`src/rtl/wbi_slave_port_mn.sv`:
```
// Daisy-chain interconnect node with NS local slave channels.
// Commands are decoded against per-slave base/mask windows and pass through
// a one-entry register stage to a local channel, the next node, or the local
// decode-error generator. Responses from all NS+2 sources are merged upstream
// by a round-robin arbiter that stays locked on one source for a whole burst.
module wbi_slave_port_mn #(
  parameter int              NS        = 2,
  parameter int              AW        = 32,
  parameter int              DW        = 32,
  parameter int              BW        = 4,
  parameter int              BL        = 10,
  parameter logic [NS*AW-1:0] BASE     = {32'h1000_0000, 32'h0000_0000},
  parameter logic [NS*AW-1:0] MASK     = {32'hF000_0000, 32'hF000_0000},
  parameter bit              LAST_NODE = 1'b0
) (
  input  logic             mclk,
  input  logic             reset_n,
  // upstream command
  input  logic             wbp_cmd_wval_i,
  output logic             wbp_cmd_wrdy_o,
  input  logic [AW-1:0]    wbp_cmd_adr_i,
  input  logic             wbp_cmd_we_i,
  input  logic [DW-1:0]    wbp_cmd_dat_i,
  input  logic [BW-1:0]    wbp_cmd_sel_i,
  input  logic [3:0]       wbp_cmd_tid_i,
  input  logic [BL-1:0]    wbp_cmd_bl_i,
  // upstream response
  output logic             wbp_res_rval_o,
  input  logic             wbp_res_rrdy_i,
  output logic [DW-1:0]    wbp_res_dat_o,
  output logic             wbp_res_ack_o,
  output logic             wbp_res_lack_o,
  output logic             wbp_res_err_o,
  output logic [3:0]       wbp_res_tid_o,
  // local commands
  output logic [NS-1:0]    wbl_cmd_wval_o,
  input  logic [NS-1:0]    wbl_cmd_wrdy_i,
  output logic [NS*AW-1:0] wbl_cmd_adr_o,
  output logic [NS-1:0]    wbl_cmd_we_o,
  output logic [NS*DW-1:0] wbl_cmd_dat_o,
  output logic [NS*BW-1:0] wbl_cmd_sel_o,
  output logic [NS*4-1:0]  wbl_cmd_tid_o,
  output logic [NS*BL-1:0] wbl_cmd_bl_o,
  // local responses
  input  logic [NS-1:0]    wbl_res_rval_i,
  output logic [NS-1:0]    wbl_res_rrdy_o,
  input  logic [NS*DW-1:0] wbl_res_dat_i,
  input  logic [NS-1:0]    wbl_res_ack_i,
  input  logic [NS-1:0]    wbl_res_lack_i,
  input  logic [NS-1:0]    wbl_res_err_i,
  input  logic [NS*4-1:0]  wbl_res_tid_i,
  // downstream command
  output logic             wbd_cmd_wval_o,
  input  logic             wbd_cmd_wrdy_i,
  output logic [AW-1:0]    wbd_cmd_adr_o,
  output logic             wbd_cmd_we_o,
  output logic [DW-1:0]    wbd_cmd_dat_o,
  output logic [BW-1:0]    wbd_cmd_sel_o,
  output logic [3:0]       wbd_cmd_tid_o,
  output logic [BL-1:0]    wbd_cmd_bl_o,
  // downstream response
  input  logic             wbd_res_rval_i,
  output logic             wbd_res_rrdy_o,
  input  logic [DW-1:0]    wbd_res_dat_i,
  input  logic             wbd_res_ack_i,
  input  logic             wbd_res_lack_i,
  input  logic             wbd_res_err_i,
  input  logic [3:0]       wbd_res_tid_i
);

  localparam int NC = NS + 1;            // stages carrying a full payload
  localparam int NR = NS + 2;            // response requesters
  localparam int PW = $clog2(NR);
  localparam logic [PW-1:0] DWN = PW'(NS);
  localparam logic [PW-1:0] ERR = PW'(NS + 1);
  localparam logic [PW:0]   NRW = (PW+1)'(NR);

  // ---------------- decode ----------------
  logic [NS-1:0] hit;
  logic [PW-1:0] dest;

  for (genvar i = 0; i < NS; i++) begin : g_hit
    assign hit[i] = (wbp_cmd_adr_i & MASK[i*AW +: AW]) == BASE[i*AW +: AW];
  end

  // Lowest matching slave wins; misses go downstream or to the error generator
  always_comb begin
    dest = LAST_NODE ? ERR : DWN;
    for (int i = NS - 1; i >= 0; i--)
      if (hit[i]) dest = PW'(i);
  end

  // ---------------- command stages ----------------
  logic [NC-1:0]          full_q, full_d, cwrdy;
  logic [NC-1:0][AW-1:0]  adr_q, adr_d;
  logic [NC-1:0]          we_q, we_d;
  logic [NC-1:0][DW-1:0]  dat_q, dat_d;
  logic [NC-1:0][BW-1:0]  sel_q, sel_d;
  logic [NC-1:0][3:0]     tid_q, tid_d;
  logic [NC-1:0][BL-1:0]  bl_q, bl_d;
  logic                   err_full_q, err_full_d;
  logic [3:0]             err_tid_q, err_tid_d;
  logic [NR-1:0]          dst_rdy;
  logic                   cmd_acc;
  logic                   err_take;

  assign cwrdy          = {wbd_cmd_wrdy_i & !LAST_NODE, wbl_cmd_wrdy_i};
  // The error generator only takes a command when it has nothing pending
  assign dst_rdy        = {!err_full_q, ~full_q | cwrdy};
  assign wbp_cmd_wrdy_o = dst_rdy[dest];
  assign cmd_acc        = wbp_cmd_wval_i & wbp_cmd_wrdy_o;

  // Stage next state: drain on wrdy, refill wins over drain in the same cycle
  always_comb begin
    full_d = full_q; adr_d = adr_q; we_d = we_q; dat_d = dat_q;
    sel_d  = sel_q;  tid_d = tid_q; bl_d = bl_q;
    for (int g = 0; g < NC; g++) begin
      if (full_q[g] && cwrdy[g]) full_d[g] = 1'b0;
      if (cmd_acc && dest == PW'(g)) begin
        full_d[g] = 1'b1;
        adr_d[g]  = wbp_cmd_adr_i;
        we_d[g]   = wbp_cmd_we_i;
        dat_d[g]  = wbp_cmd_dat_i;
        sel_d[g]  = wbp_cmd_sel_i;
        tid_d[g]  = wbp_cmd_tid_i;
        bl_d[g]   = wbp_cmd_bl_i;
      end
    end
    err_full_d = err_full_q;
    err_tid_d  = err_tid_q;
    if (err_take) err_full_d = 1'b0;
    if (cmd_acc && dest == ERR) begin
      err_full_d = 1'b1;
      err_tid_d  = wbp_cmd_tid_i;
    end
  end

  // Stage registers
  always_ff @(posedge mclk) begin
    if (!reset_n) begin
      full_q <= '0; adr_q <= '0; we_q <= '0; dat_q <= '0;
      sel_q  <= '0; tid_q <= '0; bl_q <= '0;
      err_full_q <= 1'b0;
      err_tid_q  <= '0;
    end else begin
      full_q <= full_d; adr_q <= adr_d; we_q <= we_d; dat_q <= dat_d;
      sel_q  <= sel_d;  tid_q <= tid_d; bl_q <= bl_d;
      err_full_q <= err_full_d;
      err_tid_q  <= err_tid_d;
    end
  end

  assign wbl_cmd_wval_o = full_q[NS-1:0];
  assign wbl_cmd_we_o   = we_q[NS-1:0];
  for (genvar i = 0; i < NS; i++) begin : g_lcmd
    assign wbl_cmd_adr_o[i*AW +: AW] = adr_q[i];
    assign wbl_cmd_dat_o[i*DW +: DW] = dat_q[i];
    assign wbl_cmd_sel_o[i*BW +: BW] = sel_q[i];
    assign wbl_cmd_tid_o[i*4 +: 4]   = tid_q[i];
    assign wbl_cmd_bl_o[i*BL +: BL]  = bl_q[i];
  end

  assign wbd_cmd_wval_o = full_q[NS] & !LAST_NODE;
  assign wbd_cmd_adr_o  = adr_q[NS];
  assign wbd_cmd_we_o   = we_q[NS];
  assign wbd_cmd_dat_o  = dat_q[NS];
  assign wbd_cmd_sel_o  = sel_q[NS];
  assign wbd_cmd_tid_o  = tid_q[NS];
  assign wbd_cmd_bl_o   = bl_q[NS];

  // ---------------- response arbitration ----------------
  logic [NR-1:0] req;
  logic [PW-1:0] ptr_q, ptr_d, hold_q, hold_d, arb_idx, gnt;
  logic          lock_q, lock_d, arb_hit, gnt_vld, res_acc;
  logic [PW:0]   sum;

  assign req = {err_full_q, wbd_res_rval_i & !LAST_NODE, wbl_res_rval_i};

  // Circular search for the first requester at or after the pointer
  always_comb begin
    arb_hit = 1'b0;
    arb_idx = ptr_q;
    sum     = '0;
    for (int k = 0; k < NR; k++) begin
      sum = {1'b0, ptr_q} + (PW+1)'(k);
      if (sum >= NRW) sum = sum - NRW;
      if (!arb_hit && req[sum[PW-1:0]]) begin
        arb_hit = 1'b1;
        arb_idx = sum[PW-1:0];
      end
    end
  end

  // While locked the burst owner keeps the grant even if it drops rval
  assign gnt            = lock_q ? hold_q : arb_idx;
  assign gnt_vld        = lock_q | arb_hit;
  assign wbp_res_rval_o = gnt_vld & req[gnt];
  assign res_acc        = wbp_res_rval_o & wbp_res_rrdy_i;
  assign err_take       = res_acc && (gnt == ERR);

  // Mux the granted source upstream; only the granted source sees rrdy
  always_comb begin
    wbp_res_dat_o  = '0;
    wbp_res_ack_o  = 1'b0;
    wbp_res_lack_o = 1'b0;
    wbp_res_err_o  = 1'b0;
    wbp_res_tid_o  = '0;
    wbl_res_rrdy_o = '0;
    wbd_res_rrdy_o = 1'b0;
    for (int i = 0; i < NS; i++) begin
      if (gnt == PW'(i)) begin
        wbp_res_dat_o     = wbl_res_dat_i[i*DW +: DW];
        wbp_res_ack_o     = wbl_res_ack_i[i];
        wbp_res_lack_o    = wbl_res_lack_i[i];
        wbp_res_err_o     = wbl_res_err_i[i];
        wbp_res_tid_o     = wbl_res_tid_i[i*4 +: 4];
        wbl_res_rrdy_o[i] = gnt_vld & wbp_res_rrdy_i;
      end
    end
    if (gnt == DWN) begin
      wbp_res_dat_o  = wbd_res_dat_i;
      wbp_res_ack_o  = wbd_res_ack_i;
      wbp_res_lack_o = wbd_res_lack_i;
      wbp_res_err_o  = wbd_res_err_i;
      wbp_res_tid_o  = wbd_res_tid_i;
      wbd_res_rrdy_o = gnt_vld & wbp_res_rrdy_i & !LAST_NODE;
    end
    if (gnt == ERR) begin
      // single terminating error beat, data zero
      wbp_res_err_o  = 1'b1;
      wbp_res_lack_o = 1'b1;
      wbp_res_tid_o  = err_tid_q;
    end
  end

  // Lock on a non-last beat, release and advance the pointer on the last
  always_comb begin
    lock_d = lock_q;
    hold_d = hold_q;
    ptr_d  = ptr_q;
    if (res_acc) begin
      if (!wbp_res_lack_o) begin
        lock_d = 1'b1;
        hold_d = gnt;
      end else begin
        lock_d = 1'b0;
        ptr_d  = (gnt == ERR) ? '0 : gnt + PW'(1);
      end
    end
  end

  // Arbiter state registers
  always_ff @(posedge mclk) begin
    if (!reset_n) begin
      lock_q <= 1'b0;
      hold_q <= '0;
      ptr_q  <= '0;
    end else begin
      lock_q <= lock_d;
      hold_q <= hold_d;
      ptr_q  <= ptr_d;
    end
  end

endmodule

```
`config.mk`:
```
export PLATFORM = sky130hd
export DESIGN_NAME = wbi_slave_port_mn
export DESIGN_NICKNAME = d
export VERILOG_FILES = /design/src/rtl/wbi_slave_port_mn.sv
export SDC_FILE = /design/constraint.sdc
export NUM_CORES = 1
export LEC_CHECK = 0
export ABC_AREA = 0
export BUFFER_PORTS_ARGS = -buffer_cell sky130_fd_sc_hd__buf_2
export CORE_AREA = 4 4 192 194
export DETAILED_ROUTE_END_ITERATION = 10
export DIE_AREA = 0 0 196 198
export GPL_TIMING_DRIVEN = 1
export PLACE_DENSITY = 0.62
export SETUP_SLACK_MARGIN = 0.5
export SLEW_MARGIN = 20
export SYNTH_ARGS = -nofsm -noshare
export SYNTH_HDL_FRONTEND = slang
export SYNTH_SLANG_ARGS = --single-unit
```
`constraint.sdc`:
```
create_clock -name mclk -period 4.9 [get_ports mclk]
set_input_delay 0.735 -clock mclk [delete_from_list [all_inputs] [get_ports mclk]]
set_output_delay 0.735 -clock mclk [all_outputs]
set_load 0.02 [all_outputs]
```
== Word-level counts from Yosys, hierarchy flattened ==
Index checks and enable logic that the tools add are counted.

* Register bits: 262
* Bits in latches: 0
* Bits in writable memories: 0
* Memory bits (read-only): 0
* Bits of input ports: 210
* Word-level logic and storage cells: 141
* Memories: 0

* Add/subtract/negate cells: 8
* Multiply operators: 0
* Divide/modulo/power cells: 0
* Order comparisons: 10
* Equal/unequal tests: 7
* Shift-type cells: 0
* Multiplexer cells: 58
* Bitwise gates (word level): 8
* Reductions and logical operators: 24

{| class="wikitable"
|+ Operators with widths
! operator !! number
|-
| 2-to-1 mux 32 bit || 3
|-
| 2-to-1 mux 1 bit || 33
|-
| zero test 32 bit || 1
|-
| 2-to-1 mux 2 bit || 12
|-
| < comparator 2 x 3 -> 1 bit, second input constant || 6
|-
| 2-to-1 mux 4 bit || 4
|-
| binary-select mux 1 bit (select 2 bit) || 6
|-
| logical AND 1 bit || 11
|-
| >= comparator 3 bit, second input constant || 3
|-
| == test 2 bit, second input constant || 4
|-
| nonzero test 2 bit || 4
|-
| subtractor 2 x 1 -> 2 bit, second input constant || 4
|-
| adder 2 x 2 -> 3 bit, second input constant || 2
|-
| AND 1 bit || 4
|-
| == test 2 x 1 -> 1 bit, second input constant || 2
|-
| == test 4 x 1 -> 1 bit, second input constant || 1
|-
| zero test 1 bit || 4
|-
| zero test 2 bit || 2
|-
| AND reduction 2 bit || 2
|-
| adder 2 x 1 -> 3 bit, second input constant || 1
|-
| >= comparator 2 x 3 -> 1 bit, second input constant || 1
|-
| inverter 3 bit || 1
|-
| OR 3 bit || 1
|-
| adder 2 x 1 -> 2 bit, second input constant || 1
|-
| other kinds (2) || 2
|}

== Depth between registers and ports, before layout ==
* Depth in word-level cells: 22
* Mapped depth: 14
* Mapped depth without buffers: 12

== Worst setup path after synthesis ==
OpenSTA, ideal clock, no wires.

* Path kind: input to output
* Start point: in wbl_res_rval_i[1]
* End point: out wbp_res_dat_o[10]
* Arrival time: 3.119 ns
* Data required time: 4.165 ns
* Slack: 1.046 ns
* Stages: 12
* Cells stage by stage: buf_6 -> o21ai_1 -> a221oi_2 -> o31ai_4 -> inv_1 -> ha_1 -> clkbuf_1 -> nor2b_1 -> clkbuf_1 -> buf_1 -> a22oi_1 -> o21ai_0

* Word-level cells in the longest chain between the ends: 17
* Elaborated cells on any way between the ends: 28
* Those cells by class: 2 x eq/ne; 19 x mux; 7 x reduce/logical

{| class="wikitable"
|+ RTL lines
! what !! RTL line !! RTL
|-
| start, declared || 45 || <nowiki>input logic [NS-1:0] wbl_res_rval_i,</nowiki>
|-
| binary-select mux 1 bit (select 2 bit) || 187 || <nowiki>if (!arb_hit && req[sum[PW-1:0]]) begin</nowiki>
|-
| 2-to-1 mux 1 bit (implied by the code) || 187 ||
|-
| 2-to-1 mux 1 bit || 187 ||
|-
| zero test 1 bit || 187 ||
|-
| logical AND 1 bit || 187 ||
|-
| 2-to-1 mux 1 bit || 187 ||
|-
| zero test 1 bit || 187 ||
|-
| logical AND 1 bit || 187 ||
|-
| 2-to-1 mux 1 bit || 187 ||
|-
| zero test 1 bit || 187 ||
|-
| logical AND 1 bit || 187 ||
|-
| 2-to-1 mux 2 bit (*) || 187 ||
|-
| 2-to-1 mux 2 bit (*) || 195 || <nowiki>assign gnt = lock_q ? hold_q : arb_idx;</nowiki>
|-
| via gnt[1] || 173 || <nowiki>logic [PW-1:0] ptr_q, ptr_d, hold_q, hold_d, arb_idx, gnt;</nowiki>
|-
| zero test 2 bit || 211 || <nowiki>if (gnt == PW'(i)) begin</nowiki>
|-
| 2-to-1 mux 32 bit (2 in series) || 211 ||
|-
| 2-to-1 mux 32 bit (*) || 220 || <nowiki>if (gnt == DWN) begin</nowiki>
|-
| end, declared || 30 || <nowiki>output logic [DW-1:0] wbp_res_dat_o,</nowiki>
|}

The timed path passes the listed nets; every way through them passes the cells marked *. The select of a mux whose other input is x is not followed.

== Final worst setup path ==
* Start point: reg ptr_q[0]
* End point: out wbp_res_dat_o[25]

* Word-level cells in the longest chain between the ends: 19
* Elaborated cells on any way between the ends: 43
* Those cells by class: 7 x add/sub; 4 x order compare; 2 x eq/ne; 23 x mux; 7 x reduce/logical

{| class="wikitable"
|+ RTL lines
! what !! RTL line !! RTL
|-
| start, declared || 173 ||
|-
| start signal, assigned || 261 || <nowiki>ptr_q <= ptr_d;</nowiki>
|-
| parallel branches: the longest is 13 deep, another holds adder 2 x 1 -> 3 bit || - ||
|-
| 2-to-1 mux 2 bit (*) || 187 ||
|-
| 2-to-1 mux 2 bit (*) || 195 ||
|-
| via gnt[0] || 173 ||
|-
| zero test 2 bit || 211 ||
|-
| 2-to-1 mux 32 bit (2 in series) || 211 ||
|-
| 2-to-1 mux 32 bit (*) || 220 ||
|}

Mark *: on every way through the listed nets, which the timed path passes. The select of a mux whose other input is x is not followed.

==> tab_implementation.tex <==
\begin{tabular}{lr}
\hline
Metric & Value \\
\hline
\multicolumn{2}{l}{\textbf{Die}} \\
\quad Top-level port count & 506 \\
\quad Number of placement rows & between 60 and 70 \\
\quad Horizontal die dimension & roughly 200 um \\
\quad Effective utilization at floorplan & $\sim$29\% \\
\quad Placeable core area & around 35000 um\^{}2 \\
\quad Die height & about 200 um \\
\quad Floorplan die area & 38800 um\^{}2 \\
\multicolumn{2}{l}{\textbf{Clock network}} \\
\quad Cells resized by post-CTS repair & 0 \\
\quad \# Post-CTS Setup Buffers & 0 \\
\quad Skew-Pair Late Insertion Delay & between 500 and 600 ps \\
\quad Deepest level of the CTS H-tree & 1 \\
\quad TritonCTS clock tree & built \\
\quad Number of sinks on the clock net & approximately 260 \\
\quad Total of hold buffers inserted after clock tree synthesis & 0 \\
\quad Clock-pin transition on the worst setup and hold timing paths & $\sim$60 ps \\
\quad Cts bufs inserted & 28 \\
\quad Root Buffer Master & sky130\_fd\_sc\_hd\_\_clkbuf\_16 \\
\quad Number of buffers on the longest clock path & 3 \\
\multicolumn{2}{l}{\textbf{Hold path}} \\
\quad Depth of the worst hold-timing path & 3 \\
\quad Hold Crit Class & in -> reg \\
\multicolumn{2}{l}{\textbf{Logic synthesis}} \\
\quad Gate count after technology mapping & about 1300 \\
\quad Net count of the mapped netlist & roughly 1500 \\
\quad Yosys warns & 0 \\
\quad Flip-flop and latch count after synthesis & 262 \\
\quad Cell area after synthesis & $\sim$10000 um\^{}2 \\
\quad Mean cell area of the mapped netlist & between 7 and 8 um\^{}2 \\
\quad Synth unique cells & 43 \\
\quad Portion of the post-synthesis area used by sequential elements & a little over half \\
\multicolumn{2}{l}{\textbf{Timing}} \\
\quad Setup Skew & around 20 ps \\
\quad Slew at the pin with the worst max-slew slack & 951 ps \\
\quad RSZ-0062 raised after global routing & false \\
\quad Post-route fraction of the period consumed by the critical path & a little over four fifths \\
\quad Worst slew margin & a little over a third \\
\quad Post-route minimum period & 4110 ps \\
\quad TNS Setup & 0 ps \\
\quad Final Hold Vio Count & 0 \\
\quad Total setup violations reported at the end of the flow & 0 \\
\quad Final Slew Violations & 0 \\
\quad Max Fclk & roughly 0.24 GHz \\
\multicolumn{2}{l}{\textbf{Detailed routing}} \\
\quad Post-detailed-route count of antenna-violating nets & 0 \\
\quad Number of vias in the routed layout & 10800 \\
\quad Via density per instance & $\sim$4.8 \\
\quad Initial drt markers & 620 \\
\quad Number of detailed-route iterations in the first pass & 5 \\
\quad Detailed Route WL & between 40 and 50 mm \\
\quad DRC viols & 0 \\
\quad WL per Instance & 19.3 um \\
\multicolumn{2}{l}{\textbf{Finish}} \\
\quad Syn-to-layout area delta & 37.8\% \\
\quad Fraction of final layout cells with drive strength greater than 1 & $\sim$32\% \\
\quad Utilization of the core after routing & 39.3\% \\
\quad Layout net count & $\sim$2000 \\
\quad Final Instance Area & $\sim$14000 um\^{}2 \\
\quad Fillcell total & 3711 \\
\multicolumn{2}{l}{\textbf{GRT}} \\
\quad Vias in the first global route & 10200 \\
\quad Initial antenna violation count & 7 \\
\quad Congestion Overflow GR & 0 \\
\quad Global routing usage summed across all routing layers & about 20\% \\
\quad Global-route wire length before repair & approximately 62 mm \\
\quad Largest net degree at the start of global routing & between 100 and 150 \\
\multicolumn{2}{l}{\textbf{Placed design}} \\
\quad Post-place instance area & approximately 13000 um\^{}2 \\
\quad Count of input and output buffers & $\sim$510 \\
\quad Total half-perimeter wirelength after legalization and detailed placement & about 33 mm \\
\quad Routability-driven placement congestion ratio & just over 1 \\
\multicolumn{2}{l}{\textbf{Critical path}} \\
\quad CP Class & reg -> out \\
\quad Minimum setup slack among reg-to-reg paths & 1770 ps \\
\quad Element type at the critical path start & register \\
\quad R2R cell count & 12 \\
\quad Worst setup EP type & output pin \\
\quad Maximum net fanout on the critical path & about 40 \\
\quad Crit path arrival time & 3370 ps \\
\quad Required time reported for the critical path endpoint & between 4000 and 5000 ps \\
\multicolumn{2}{l}{\textbf{Outcome}} \\
\quad Status & finished clean \\
\multicolumn{2}{l}{\textbf{Job}} \\
\quad Max\_cap viols & 0 \\
\multicolumn{2}{l}{\textbf{Power and ir drop}} \\
\quad Max VDD drop & around 0.25 mV \\
\quad Leak Pwr & roughly 6.2 nW \\
\quad Final total power & 5.36 mW \\
\quad Power density cells & about 390 nW/um\^{}2 \\
\hline
\end{tabular}
[worst paths after layout]
check | endpoint | startpoint
min reg2reg | wbd_cmd_dat_o[20]$_SDFFE_PN0P_ | wbd_cmd_dat_o[20]$_SDFFE_PN0P_
max | wbp_res_dat_o[25] | ptr_q[0]$_SDFFE_PN0P_
min | wbd_cmd_dat_o[20]$_SDFFE_PN0P_ | wbp_cmd_dat_i[20]
max reg2reg | hold_q[0]$_SDFFE_PN0P_ | ptr_q[0]$_SDFFE_PN0P_
[where the power goes]
group          leakage (nW)  internal [mW]  switching, mW
registers              2.13           2.20         0.0440
logic                  3.67          0.350          0.732
clock network         0.438           1.21          0.836
[registers in the layout, summed over array words and instances (netlist names)]
name	count
full_q	3
wbd_cmd_dat_o	32
wbd_cmd_bl_o	10
err_full_q	1
wbl_cmd_sel_o	8
wbl_cmd_dat_o	64
wbd_cmd_tid_o	4
wbd_cmd_adr_o	32
ptr_q	2
we_q	3
wbl_cmd_tid_o	8
err_tid_q	4
wbl_cmd_adr_o	64
wbl_cmd_bl_o	20
hold_q	2
lock_q	1
wbd_cmd_sel_o	4
[metal layers]
layer	global-route usage, %	vias to the layer above	part of all wire (%)	routed length, um
met3	5.87	107	9.3	4030
met4	9.75	0	5.2	2250
met1	22.0	4906	35	15300
met5	0	-	0	0
li1	-	5233	-	-
met2	36.9	510	50	21700
[layout make-up]
type | instances | area [um^2] | share of cell area (%)
antenna | 4 | 10.0 | 0.0723
clock buffer | 43 | 827 | 5.97
clock inverter | 5 | 65.1 | 0.470
inverter | 8 | 35.0 | 0.253
multi-input combinational | 945 | 4380 | 31.6
sequential | 262 | 5250 | 37.9
tap | 461 | 577 | 4.16
timing repair buffer | 521 | 2710 | 19.6
[worst max-delay path, stage by stage, from the launching register on]
cell	delay [ps]
sky130_fd_sc_hd__dfxtp_1	470
sky130_fd_sc_hd__nand2b_1	170
sky130_fd_sc_hd__o21ai_0	70
sky130_fd_sc_hd__and2_1	170
sky130_fd_sc_hd__o41a_1	470
sky130_fd_sc_hd__inv_1	120
sky130_fd_sc_hd__ha_1	190
sky130_fd_sc_hd__buf_4	410
sky130_fd_sc_hd__a22oi_1	170
sky130_fd_sc_hd__o21ai_0	350
sky130_fd_sc_hd__buf_2	240
[cell families (layout without fill, tap and decap cells)]
| kind of cell | after synthesis | after routing | share of synthesized area (%) |
|---|---|---|---|
| other cells | 0 | 4 | 0 |
| flops | 262 | 262 | 52.2 |
| mux | 7 | 7 | 0.896 |
| compound gates | 349 | 349 | 19.0 |
| simple gates | 585 | 585 | 22.9 |
| fa+ha+maj | 4 | 4 | 0.498 |
| buf+inv | 114 | 577 | 4.53 |
[cells in the mapped netlist (all sizes together)]
| cell type | number | area, um^2 |
|---|---|---|
| a211o | 1 | 8.76 |
| a21boi | 1 | 7.51 |
| a21o | 1 | 7.51 |
| a21oi | 255 | 1280 |
| a221oi | 1 | 15.0 |
| a22oi | 38 | 285 |
| a311oi | 1 | 15.0 |
| a31oi | 1 | 6.26 |
| a41oi | 1 | 8.76 |
| and2 | 9 | 58.8 |
| and3 | 7 | 43.8 |
| buf | 13 | 76.3 |
| clkbuf | 93 | 349 |
| dfxtp | 262 | 5250 |
| ha | 4 | 50.1 |
| inv | 8 | 30.0 |
| mux2i | 6 | 63.8 |
| mux4 | 1 | 26.3 |
| nand2 | 536 | 2010 |
| nand2b | 6 | 37.5 |
| nand3 | 1 | 5.00 |
| nand3b | 1 | 7.51 |
| nand4 | 3 | 18.8 |
| nor2 | 14 | 55.1 |
| nor2b | 1 | 6.26 |
| nor3 | 4 | 35.0 |
| nor3b | 1 | 7.51 |
| nor4b | 1 | 8.76 |
| o211ai | 3 | 22.5 |
| o21ai | 42 | 210 |
| o221ai | 1 | 8.76 |
| o31a | 1 | 8.76 |
| o31ai | 1 | 21.3 |
| o41a | 1 | 11.3 |
| or2 | 1 | 6.26 |
[layout by cell type (no fill, tap or decap), drive strengths merged, types with 3 or more instances in the layout]
| cell | netlist | layout |
|---|---|---|
| o211ai | 3 | 3 |
| mux2i | 6 | 6 |
| a22oi | 38 | 38 |
| inv | 8 | 8 |
| nor3 | 4 | 4 |
| and3 | 7 | 7 |
| a21oi | 255 | 255 |
| and2 | 9 | 9 |
| nor2 | 14 | 14 |
| nand4 | 3 | 3 |
| nand2 | 536 | 536 |
| diode | 0 | 4 |
| nand2b | 6 | 6 |
| ha | 4 | 4 |
| clkinv | 0 | 4 |
| buf | 13 | 521 |
| dfxtp | 262 | 262 |
| o21ai | 42 | 42 |
| clkbuf | 93 | 43 |
[per-stage QoR]
stage	cells	worst slack (ps)	hold slack, ps
finish	2249	791	438
global placement	2195	1070	438
global route	2249	548	425
floorplan	1321	1050	430
CTS	2243	748	408
detailed placement	2195	968	443
No activity file was read; power rests on OpenSTA's default activity.
